### config.mk
export PLATFORM = sky130hd
export DESIGN_NAME = pipeline_stage_reg
export DESIGN_NICKNAME = d
export VERILOG_FILES = /design/src/rtl/pipeline_regs_pkg.sv /design/src/rtl/pipeline_stage_reg.sv
export SDC_FILE = /design/constraint.sdc
export NUM_CORES = 1
export LEC_CHECK = 0
export ABC_AREA = 1
export BUFFER_PORTS_ARGS = -buffer_cell sky130_fd_sc_hd__buf_2
export CAP_MARGIN = 30
export CORE_ASPECT_RATIO = 0.7
export CORE_MARGIN = 10
export CORE_UTILIZATION = 30
export CTS_CLUSTER_DIAMETER = 50
export DETAILED_ROUTE_END_ITERATION = 8
export GPL_TIMING_DRIVEN = 0
export SYNTH_ARGS = -nofsm -noshare
export SYNTH_HDL_FRONTEND = slang
export SYNTH_SLANG_ARGS = --single-unit
### constraint.sdc
create_clock -name CLK -period 2.1 [get_ports CLK]
set_input_delay 0.63 -clock CLK [delete_from_list [all_inputs] [get_ports CLK]]
set_output_delay 0.63 -clock CLK [all_outputs]
set_load 0.05 [all_outputs]
### src/rtl/pipeline_regs_pkg.sv
// Shared pipeline-register types: per-stage payload structs, their NOP/bubble
// encodings, and the stage occupancy state used by pipeline_stage_reg.
package pipeline_regs_pkg;

  localparam logic [31:0] NOP_INSTR = 32'h0000_0013;

  typedef enum logic [1:0] {
    EMPTY = 2'd0,
    ONE   = 2'd1,
    TWO   = 2'd2
  } stage_state_t;

  typedef struct packed {
    logic [31:0] pc;
    logic [31:0] instr;
  } FD_t;

  typedef struct packed {
    logic [31:0] pc;
    logic [31:0] rs1_val;
    logic [31:0] rs2_val;
    logic [31:0] imm;
    logic [4:0]  rd;
    logic [3:0]  alu_op;
    logic        reg_we;
    logic        mem_re;
    logic        mem_we;
  } DE_t;

  typedef struct packed {
    logic [31:0] alu_res;
    logic [31:0] rs2_val;
    logic [4:0]  rd;
    logic        reg_we;
    logic        mem_re;
    logic        mem_we;
  } EM_t;

  typedef struct packed {
    logic [31:0] wb_data;
    logic [4:0]  rd;
    logic        reg_we;
  } MW_t;

  // Bubbles must never write state: all enables low, fetch slot carries a NOP.
  localparam FD_t FD_BUBBLE = '{pc: 32'h0, instr: NOP_INSTR};
  localparam DE_t DE_BUBBLE = '{default: '0};
  localparam EM_t EM_BUBBLE = '{default: '0};
  localparam MW_t MW_BUBBLE = '{default: '0};

  function automatic logic [1:0] occ_of(input stage_state_t s);
    logic [1:0] n;
    n = 2'd0;
    case (s)
      ONE:     n = 2'd1;
      TWO:     n = 2'd2;
      default: n = 2'd0;
    endcase
    return n;
  endfunction

endpackage

### src/rtl/pipeline_stage_reg.sv
// Elastic valid/ready pipeline latch with optional two-entry skid buffer,
// flush-to-bubble, hold/freeze and a saturating downstream-stall counter.
module pipeline_stage_reg
  import pipeline_regs_pkg::*;
#(
  parameter int               WIDTH  = 64,
  parameter bit               SKID   = 1'b1,
  parameter logic [WIDTH-1:0] BUBBLE = '0,
  parameter int               CNTW   = 16
) (
  input  logic             CLK,
  input  logic             nRST,
  input  logic             in_valid,
  output logic             in_ready,
  input  logic [WIDTH-1:0] in_data,
  output logic             out_valid,
  input  logic             out_ready,
  output logic [WIDTH-1:0] out_data,
  input  logic             flush,
  input  logic             hold,
  output logic [1:0]       occupancy,
  output logic [CNTW-1:0]  stall_count
);

  stage_state_t     state_q, state_d;
  logic [WIDTH-1:0] main_q, main_d;
  logic [CNTW-1:0]  stall_q, stall_d;

  logic gate;
  logic accept;
  logic deliver;

  assign gate    = hold | flush;
  assign accept  = in_valid & in_ready;
  assign deliver = out_valid & out_ready;

  generate
    if (SKID) begin : g_skid
      logic [WIDTH-1:0] skid_q, skid_d;

      // Handshake outputs depend on state only, so out_ready never reaches in_ready.
      always_comb begin
        in_ready  = !gate && (state_q != TWO);
        out_valid = !gate && (state_q != EMPTY);
      end

      always_comb begin
        state_d = state_q;
        main_d  = main_q;
        skid_d  = skid_q;
        if (flush) begin
          state_d = EMPTY;
          main_d  = BUBBLE;
          skid_d  = BUBBLE;
        end else begin
          case (state_q)
            EMPTY: begin
              if (accept) begin
                state_d = ONE;
                main_d  = in_data;
              end
            end
            ONE: begin
              if (accept && deliver) begin
                main_d = in_data;
              end else if (accept) begin
                state_d = TWO;
                skid_d  = in_data;
              end else if (deliver) begin
                state_d = EMPTY;
                main_d  = BUBBLE;
              end
            end
            TWO: begin
              if (deliver) begin
                state_d = ONE;
                main_d  = skid_q;
                skid_d  = BUBBLE;
              end
            end
            default: state_d = EMPTY;
          endcase
        end
      end

      always_ff @(posedge CLK or negedge nRST) begin
        if (!nRST) begin
          skid_q <= BUBBLE;
        end else begin
          skid_q <= skid_d;
        end
      end
    end else begin : g_noskid
      logic full;

      // ONE doubles as FULL; TWO is unreachable in this variant.
      assign full = (state_q != EMPTY);

      always_comb begin
        in_ready  = !gate && (!full || out_ready);
        out_valid = !gate && full;
      end

      always_comb begin
        state_d = state_q;
        main_d  = main_q;
        if (flush) begin
          state_d = EMPTY;
          main_d  = BUBBLE;
        end else if (accept) begin
          state_d = ONE;
          main_d  = in_data;
        end else if (deliver) begin
          state_d = EMPTY;
          main_d  = BUBBLE;
        end
      end
    end
  endgenerate

  always_comb begin
    stall_d = stall_q;
    if (out_valid && !out_ready && (stall_q != {CNTW{1'b1}})) begin
      stall_d = stall_q + CNTW'(1);
    end
  end

  always_ff @(posedge CLK or negedge nRST) begin
    if (!nRST) begin
      state_q <= EMPTY;
      main_q  <= BUBBLE;
      stall_q <= '0;
    end else begin
      state_q <= state_d;
      main_q  <= main_d;
      stall_q <= stall_d;
    end
  end

  assign out_data    = main_q;
  assign occupancy   = occ_of(state_q);
  assign stall_count = stall_q;

endmodule

## After elaboration in Yosys (flattened, before gate mapping)

Index checks and enable logic that the tools add are counted.

| cells by class | value |
|---|---|
| reduce and logical (&&, ||, !) cells | 14 |
| mux-type cells | 18 |
| add/subtract/negate cells | 1 |
| bitwise operators | 3 |
| equal/unequal tests | 11 |

Operator list:

| kind | count |
|---|---|
| 64-bit 2-to-1 mux | 8 |
| 64-bit one-hot mux with 3 select lines | 1 |
| 64-bit one-hot mux with 2 select lines | 1 |
| 16-bit by 1-bit adder with 16-bit output (second input constant) | 1 |
| 16-bit != test (second input constant) | 1 |
| 2-bit 2-to-1 mux | 6 |
| 3-bit != test (second input constant) | 4 |
| 4-bit != test (second input constant) | 3 |
| 4-bit AND reduction | 2 |
| 2-bit one-hot mux with 3 select lines | 1 |
| 1-bit logical AND | 5 |
| 5-bit AND reduction | 1 |
| 2-bit one-hot mux with 2 select lines | 1 |
| 4-bit nonzero test | 1 |
| 3-bit nonzero test | 1 |
| 1-bit AND | 2 |
| 2-bit by 1-bit equality test with 1-bit output (second input constant) | 1 |
| 2-bit equality test (second input constant) | 1 |
| 1-bit zero test | 2 |
| 2-bit zero test | 1 |
| 2-bit != test (second input constant) | 1 |
| 2-bit nonzero test | 1 |
| 1-bit bitwise OR | 1 |

| word-level totals | value |
|---|---|
| flip-flop bits (word level) | 146 |
| output and inout port bits | 84 |
| input port bits | 70 |

## Longest topological paths before layout

Gate-level depths: netlist of the first run.

| logic depth | value |
|---|---|
| depth after elaboration | 9 |
| mapped depth | 12 |
| mapped depth without buffers | 11 |

## Worst setup path before layout of the first run

Ideal clock, no wire load.

| path | value |
|---|---|
| path kind | register to output |
| start | register state_q[0] |
| end | output in_ready |
| arrival time | 1764 ps |
| buffers on the path | 0 |
| stages on the path, launching flop included | 6 |
| required time | 1470 ps |
| setup slack | -294 ps |
| cells stage by stage | dfrtp_1 inv_1 ha_1 nor2_1 inv_1 nor2_1 |

| on the way | value |
|---|---|
| word-level cells in the longest chain between the ends | 2 |

RTL lines:

| item | line | source |
|---|---|---|
| start, declared | pipeline_stage_reg.sv:25 | `stage_state_t state_q, state_d;` |
| start signal, assigned | pipeline_stage_reg.sv:134 | `state_q <= state_d;` |
| 2-bit != test | pipeline_stage_reg.sv:43 | `in_ready = !gate && (state_q != TWO);` |
| 1-bit logical AND | pipeline_stage_reg.sv:43 |  |
| end, declared | pipeline_stage_reg.sv:14 | `output logic in_ready,` |

Every way passes these cells.

## Worst setup path after layout of the first run

Same ends and word-level chain as after synthesis.

==> metrics.md, run 1 <==
| Metric | Value |
|---|---|
| Starting Density | `30.4%` |
| Deepest clock path buffer count | `2` |
| Leak pwr | `about 5.0 nW` |
| Sink Count | `roughly 150` |
| Int Pwr | `approximately 7.5 mW` |
| WP buf/inv | `3` |
| Row count | `47` |
| Combinational Power Share | `approximately 45%` |
| Required @ worst endpoint | `between 1 and 1.5 ns` |
| Final setup fails | `0` |
| Final core utilization | `approximately two fifths` |
| Commonest cells after routing, fill and taps aside | `573 x nand2_1, 149 x buf_2, 145 x dfrtp_1` |
| Die height | `about 150 µm` |
| Syn-to-layout area delta | `28.2%` |
| DR WL/cell | `15.2 µm` |
| CP endpoint kind | `primary output` |
| Synth Instances | `~930` |
| Vias in the first global route | `between 6000 and 7000` |
| Floorplan core area | `~0.024 mm²` |
| Pre-antenna DRT Iters | `5` |
| Yosys reg bits | `approximately 150` |
| Via density | `between 4 and 5` |
| Worst EP arrival | `~1.5 ns` |
| Synth Warn # | `0` |
| Cell family with most CP delay | `flip-flops` |
| ANT nets after route | `0` |
| Hold buffer count at CTS | `0` |
| Initial antenna violation count | `1` |
| Register area share after synthesis | `around half` |
| Max-cap violation count | `0` |
| Async set-reset flop share out of synthesis | `100%` |
| Run status | `finished, final reports clean` |
| Worst skew pair latency | `~0.42 ns` |
| Hold Slack | `0.222 ns` |
| Synthesized area | `between 0.007 and 0.008 mm²` |
| Detailed Route WL | `about 22000 µm` |
| Nets | `approximately 1200` |
| Relative slew margins | `roughly half` |
| Layout Cells excl Fill | `approximately 1400` |
| Crit-path cells | `inv_2 -> ha_4 -> nor2_4 -> inv_2 -> nor2_4 -> buf_8` |
| Half-perimeter wire length after placement | `15600 µm` |
| Final Power | `between 10 and 15 mW` |
| Synth cell types | `27` |
| Die W | `between 200 and 250 µm` |
| CP max FO | `2` |
| Final Cycle Share | `between 90% and 100%` |
| Largest net degree at the start of global routing | `75` |
| I/O Pins | `154` |
| Startpoint Class | `flop` |
| Post-Route Skew | `0.0102 ns` |
| Post-synth EDFFs | `0` |
| Sw frac | `between 40% and 50%` |
| First-pass GRT wire length | `roughly 35000 µm` |
| Final Hold Fails | `0` |
| Slew Viols, Final | `0` |
| Crit-path max cell delay | `approximately 0.4 ns` |
| Switching power | `~6.3 mW` |
| F_max | `between 0.4 and 0.5 GHz` |
| Clock share of power | `between 20 and 25%` |
| PortBufs | `152` |
| DR DRC count | `0` |
| Tot GR Track Use | `14.6%` |
| Worst-Margin Slew | `between 0.7 and 0.8 ns` |
| Peak supply drop | `0.000668 V` |
| Clk slew on worst S/H paths | `0.06 ns` |
| Global placement routability congestion | `0.837` |
| GRT Residual Overflow | `0` |
| # fillers | `~2500` |
| Flop pwr share | `roughly a third` |
| Cts bufs inserted | `17` |
| Starting DRT DRC Count | `451` |
| Min Tclk post-route | `between 2 and 2.5 ns` |
| Critical path class | `reg2out` |
| Sequential cell area | `about 0.0037 mm²` |
| Syn Nets | `around 1000` |
| RSZ-0062 raised after global routing | `true` |
| Layout cells sized above 1 | `24.7%` |
| Root Buffer | `clkbuf_16` |
| Area occupied by multi-input gates | `0.00311 mm²` |
| Worst hold path type | `in2async` |
| CTS H-tree lvls | `4` |
| Most used DFF post-synth | `dfrtp_1` |
| Via count | `6405` |
| PD cells | `about 1500 mW/mm²` |
| Crit path max-delay cell type | `dfrtp_1` |
| N_diodes | `0` |
| CTS tree | `built` |
| Syn avg cell area | `approximately 7.7 µm²` |
| Full die area | `between 0.03 and 0.04 mm²` |
| Dpl cells | `approximately 1400` |
| Commonest non-fill, non-tap cell in the layout | `nand2_1` |
## power groups by stage
stage	clock, mW	sequential [mW]	combinational (mW)
after floorplan	0	6.43	2.39
after global placement	0	4.42	6.08
after detailed placement	0	4.45	6.11
after CTS	3.26	4.42	6.22
after global routing	3.38	4.54	6.79
final	3.17	4.41	6.21
## metal layers
metal | wire, µm | GRT usage (%) | vias up
li1 | - | - | 3217
met1 | 10900 | 21.4 | 2990
met2 | 9210 | 20.1 | 184
met3 | 1600 | 4.36 | 14
met4 | 188 | 3.74 | 0
met5 | 0 | 0 | -
## path summary, 6_finish.rpt
check                                    end  cells after the start  slack [ns]   startpoint
setup / recovery                    in_ready                      6       0.001   state_q[0]
hold / removal                  out_data[41]                      1        0.22         nRST
setup reg to reg           g_skid.skid_q[42]                     11        0.10   state_q[0]
hold reg to reg                  out_data[2]                      2        0.47  out_data[2]
max in group asynchronous       out_data[62]                      2        1.02         nRST
min in group CLK            g_skid.skid_q[4]                      3        0.46   in_data[4]
## flip-flops by register name, summed over array words and instances (netlist names)
name	cells
out_data	64
state_q	2
stall_count	16
g_skid.skid_q	64
## kinds of logic (layout without fill, tap and decap cells)
group                      count (synthesis)  in the layout  share of synthesized area [%]
AOI/OAI and AO/OA                         77             77                           6.64
xor gates and xnor gates                  12             12                           1.46
DFF                                      146            146                           50.9
buffers and inverters                     71            267                           6.78
and+or+nand+nor                          616            616                           33.3
adders and majority gates                  5              5                          0.872
## worst register-to-register path, stage by stage, from the launching register on
cell and delay, ns:
dfrtp_1 0.39, inv_2 0.08, ha_4 0.18, buf_4 0.16
inv_1 0.08, nand3_2 0.12, nor2_1 0.15, nand2_2 0.15
nand3_4 0.12, buf_12 0.16, buf_4 0.19, o21ai_1 0.08
## synthesized netlist by cell type (2+ instances only)
cell type,n,share of area (%)
nand2_1,573,30
dfrtp_1,146,51
o21ai_1,43,3.0
buf_6,23,3.6
o21ai_2,22,2.7
inv_1,21,1.1
nor2_1,18,0.94
buf_4,12,1.3
clkbuf_1,12,0.63
o21ai_0,9,0.63
nand3_1,8,0.56
xnor2_1,6,0.73
xor2_1,6,0.73
ha_1,5,0.87
nor3_1,5,0.35
nand3_2,4,0.56
buf_2,2,0.14
nand4_1,2,0.17
nor2_4,2,0.31
## cell type report
cell class                 count  area share, %
inverter                      22          0.897
clock inverter                 9           1.40
tap                          318           4.32
multi-input combinational    710           33.8
buffer                        49           4.65
clock buffer                  23           5.19
sequential                   146           39.7
timing repair buffer         164           10.0
## stage by stage
step	worst slack, ns	setup TNS (ns)	cell area (µm²)
final	0.00138	0	9200
after global routing	-0.0848	-0.274	9200
after CTS	-0.0359	-0.0359	9120
after detailed placement	0.0166	0	8380
after global placement	-1.96	-284.28	8340
after floorplan	-0.0599	-0.0599	7190
## repair_timing
action | in CTS | in global routing
cloned | 0 | 0
resized for setup | 19 | 18
pin swaps | 3 | 2
buffers inserted | 9 | 2
endpoints found under the setup margin | 5 | 73
Power figures use the tool's default switching activity.
==> run 2, diff against run 1 <==
--- a/config.mk
+++ b/config.mk
@@ -6,13 +6,13 @@
 export NUM_CORES = 1
 export LEC_CHECK = 0
 export ABC_AREA = 1
-export BUFFER_PORTS_ARGS = -buffer_cell sky130_fd_sc_hd__buf_2
 export CAP_MARGIN = 30
 export CORE_ASPECT_RATIO = 0.7
 export CORE_MARGIN = 10
 export CORE_UTILIZATION = 30
 export CTS_CLUSTER_DIAMETER = 50
 export DETAILED_ROUTE_END_ITERATION = 8
+export DONT_BUFFER_PORTS = 1
 export GPL_TIMING_DRIVEN = 0
 export SYNTH_ARGS = -nofsm -noshare
 export SYNTH_HDL_FRONTEND = slang
==> constraint.sdc (replaced) <==
create_clock -name CLK -period 1.75 [get_ports CLK]
set_input_delay 0.525 -clock CLK [delete_from_list [all_inputs] [get_ports CLK]]
set_output_delay 0.525 -clock CLK [all_outputs]
set_load 0.05 [all_outputs]
==> metrics.md, run 2 (synthesis results as in run 1) <==
| Metric | Value |
|---|---|
| Worst EP arrival | `between 1.5 and 2 ns` |
| Floorplan core area | `about 0.024 mm²` |
| Pre-antenna DRT Iters | `5` |
| Slew Viols, Final | `0` |
| Largest net degree at the start of global routing | `~150` |
| Final Cycle Share | `123%` |
| Cell family with most CP delay | `flip-flops` |
| Global placement routability congestion | `around 0.84` |
| Min Tclk post-route | `2.16 ns` |
| First-pass GRT wire length | `36900 µm` |
| Final WS setup | `-0.405 ns` |
| N_diodes | `0` |
| Nets | `1084` |
| Peak supply drop | `between 0.0007 and 0.0008 V` |
| Row count | `47` |
| CP endpoint kind | `primary output` |
| # fillers | `~2200` |
| Worst-Margin Slew | `0.625 ns` |
| Worst skew pair latency | `between 0.4 and 0.5 ns` |
| Switching power | `just under 9 mW` |
| ANT nets after route | `0` |
| Detailed Route WL | `24200 µm` |
| CTS tree | `built` |
| Clk slew on worst S/H paths | `approximately 0.060 ns` |
| Layout cells sized above 1 | `between 30 and 40%` |
| Run status | `complete, but fails checks` |
| Sw frac | `between 40% and 50%` |
| Final Hold Fails | `146` |
| Combinational Power Share | `38.6%` |
| CTS H-tree lvls | `4` |
| Commonest cells after routing, fill and taps aside | `435 x nand2_1, 133 x dfrtp_1, 131 x nand2_2` |
| Failing checks | `hold timing, setup timing` |
| Top cell by count, worst path | `nor2_4` |
| Layout Cells excl Fill | `1340` |
| F_max | `0.464 GHz` |
| Root Buffer | `clkbuf_16` |
| GRT Residual Overflow | `0` |
| Sink Count | `146` |
| Final setup fails | `148` |
| Crit-path max cell delay | `0.45 ns` |
| Worst hold path type | `in2async` |
| Via density | `approximately 4.7` |
| Full die area | `about 0.03 mm²` |
| DR DRC count | `0` |
| Die W | `~200 µm` |
| Starting DRT DRC Count | `385` |
| Crit path max-delay cell type | `dfrtp_2` |
| RSZ-0062 raised after global routing | `true` |
| Flop pwr share | `42.9%` |
| Post-Route Skew | `about 0.014 ns` |
| Leak pwr | `roughly 5.0 nW` |
| Clock share of power | `between 10% and 20%` |
| Relative slew margins | `~60%` |
| PD cells | `roughly 1900 mW/mm²` |
| Syn-to-layout area delta | `43.1%` |
| Max-cap violation count | `0` |
| I/O Pins | `~150` |
| Hold Slack | `-0.206 ns` |
| Half-perimeter wire length after placement | `~15000 µm` |
| Tot GR Track Use | `approximately 16%` |
| Startpoint Class | `flop` |
| Die height | `149 µm` |
| CP max FO | `5` |
| Critical path class | `reg2out` |
| Cts bufs inserted | `17` |
| Required @ worst endpoint | `1.22 ns` |
| Int Pwr | `between 10 and 15 mW` |
| Final setup TNS | `-37.04 ns` |
| PortBufs | `0` |
| Crit-path cells | `ha_4 -> nor2_4 -> inv_2 -> nor2_4` |
| Final Power | `19.2 mW` |
| Deepest clock path buffer count | `2` |
| WP buf/inv | `1` |
| Dpl cells | `~1200` |
| Initial antenna violation count | `0` |
| DR WL/cell | `approximately 18 µm` |
| Vias in the first global route | `6187` |
| Starting Density | `roughly 30%` |
| Commonest non-fill, non-tap cell in the layout | `nand2_1` |
| Via count | `about 6300` |
run 2: changes by cell type in the layout (fill, tap and decap cells not counted), sizes merged:
cell / before / now
clkinvlp: 2 / 3
bufinv: 3 / 1
buf: 201 / 96
clkinv: 4 / 9
run 2: final cells by class:
class / instances / area (µm²) / area share (%)
clock inverter: 13 / 113 / 1.10
tap: 318 / 398 / 3.87
sequential: 146 / 3670 / 35.8
inverter: 22 / 85.1 / 0.828
timing repair buffer: 63 / 1180 / 11.5
multi-input combinational: 710 / 3750 / 36.6
buffer: 49 / 613 / 5.97
clock buffer: 19 / 453 / 4.41
run 2: per-layer routing:
metal  global-route usage, %  vias to the layer above  part of all wire [%]
li1                        -                     3039                     -
met1                    20.4                     3028                    44
met2                    23.5                      169                    45
met3                    6.36                       19                   9.3
met4                    5.28                        0                   1.9
met5                       0                        -                     0
run 2: worst register-to-register path, cell delays in order (launching register included):
cell	delay (ns)
dfrtp_1	0.39
inv_2	0.11
ha_4	0.30
nor2_4	0.06
inv_2	0.08
buf_4	0.12
nor2_4	0.04
a21oi_4	0.14
nand3_4	0.13
buf_12	0.16
buf_16	0.16
clkbuf_16	0.18
nand2_4	0.06
o21ai_2	0.05
run 2: power by group through the flow:
stage / Clock, mW / Combinational [mW] / Sequential [mW]
finish: 3.55 / 7.40 / 8.23
global route: 3.79 / 7.97 / 8.40
CTS: 3.63 / 6.97 / 8.22
detailed placement: 0 / 3.76 / 8.13
global placement: 0 / 3.69 / 8.11
floorplan: 0 / 2.91 / 7.72
run 2: repair_timing:
| action | in CTS | in global routing |
|---|---|---|
| setup buffers | 35 | 6 |
| gates resized for setup | 251 | 86 |
| setup endpoints to repair | 150 | 150 |
| endpoints found under the hold margin | 146 | 146 |
| gates cloned | 22 | 4 |
| pin swaps | 89 | 26 |
run 2: path summary, 6_finish.rpt:
kind                                     end         startpoint  cells after the start  slack (ns)
max in group asynchronous       out_data[36]               nRST                      0        1.73
min                             out_data[52]               nRST                      0       -0.21
min in group CLK            g_skid.skid_q[3]         in_data[3]                      2        0.23
min reg2reg                g_skid.skid_q[63]  g_skid.skid_q[63]                      2        0.48
max reg2reg                g_skid.skid_q[17]         state_q[0]                     13       -0.33
max                                 in_ready         state_q[1]                      4       -0.41
run 2: stage by stage:
stage | instance area, µm² | utilization (%) | setup WS, ns | hold WS, ns
after CTS | 9920 | 42.1 | -0.424 | -0.230
after global placement | 7650 | 32.4 | -0.402 | 0.241
final | 10300 | 43.6 | -0.405 | -0.206
after floorplan | 7250 | - | -0.128 | 0.229
after detailed placement | 7650 | 32.4 | -0.439 | 0.239
after global routing | 10300 | 43.6 | -0.440 | -0.227
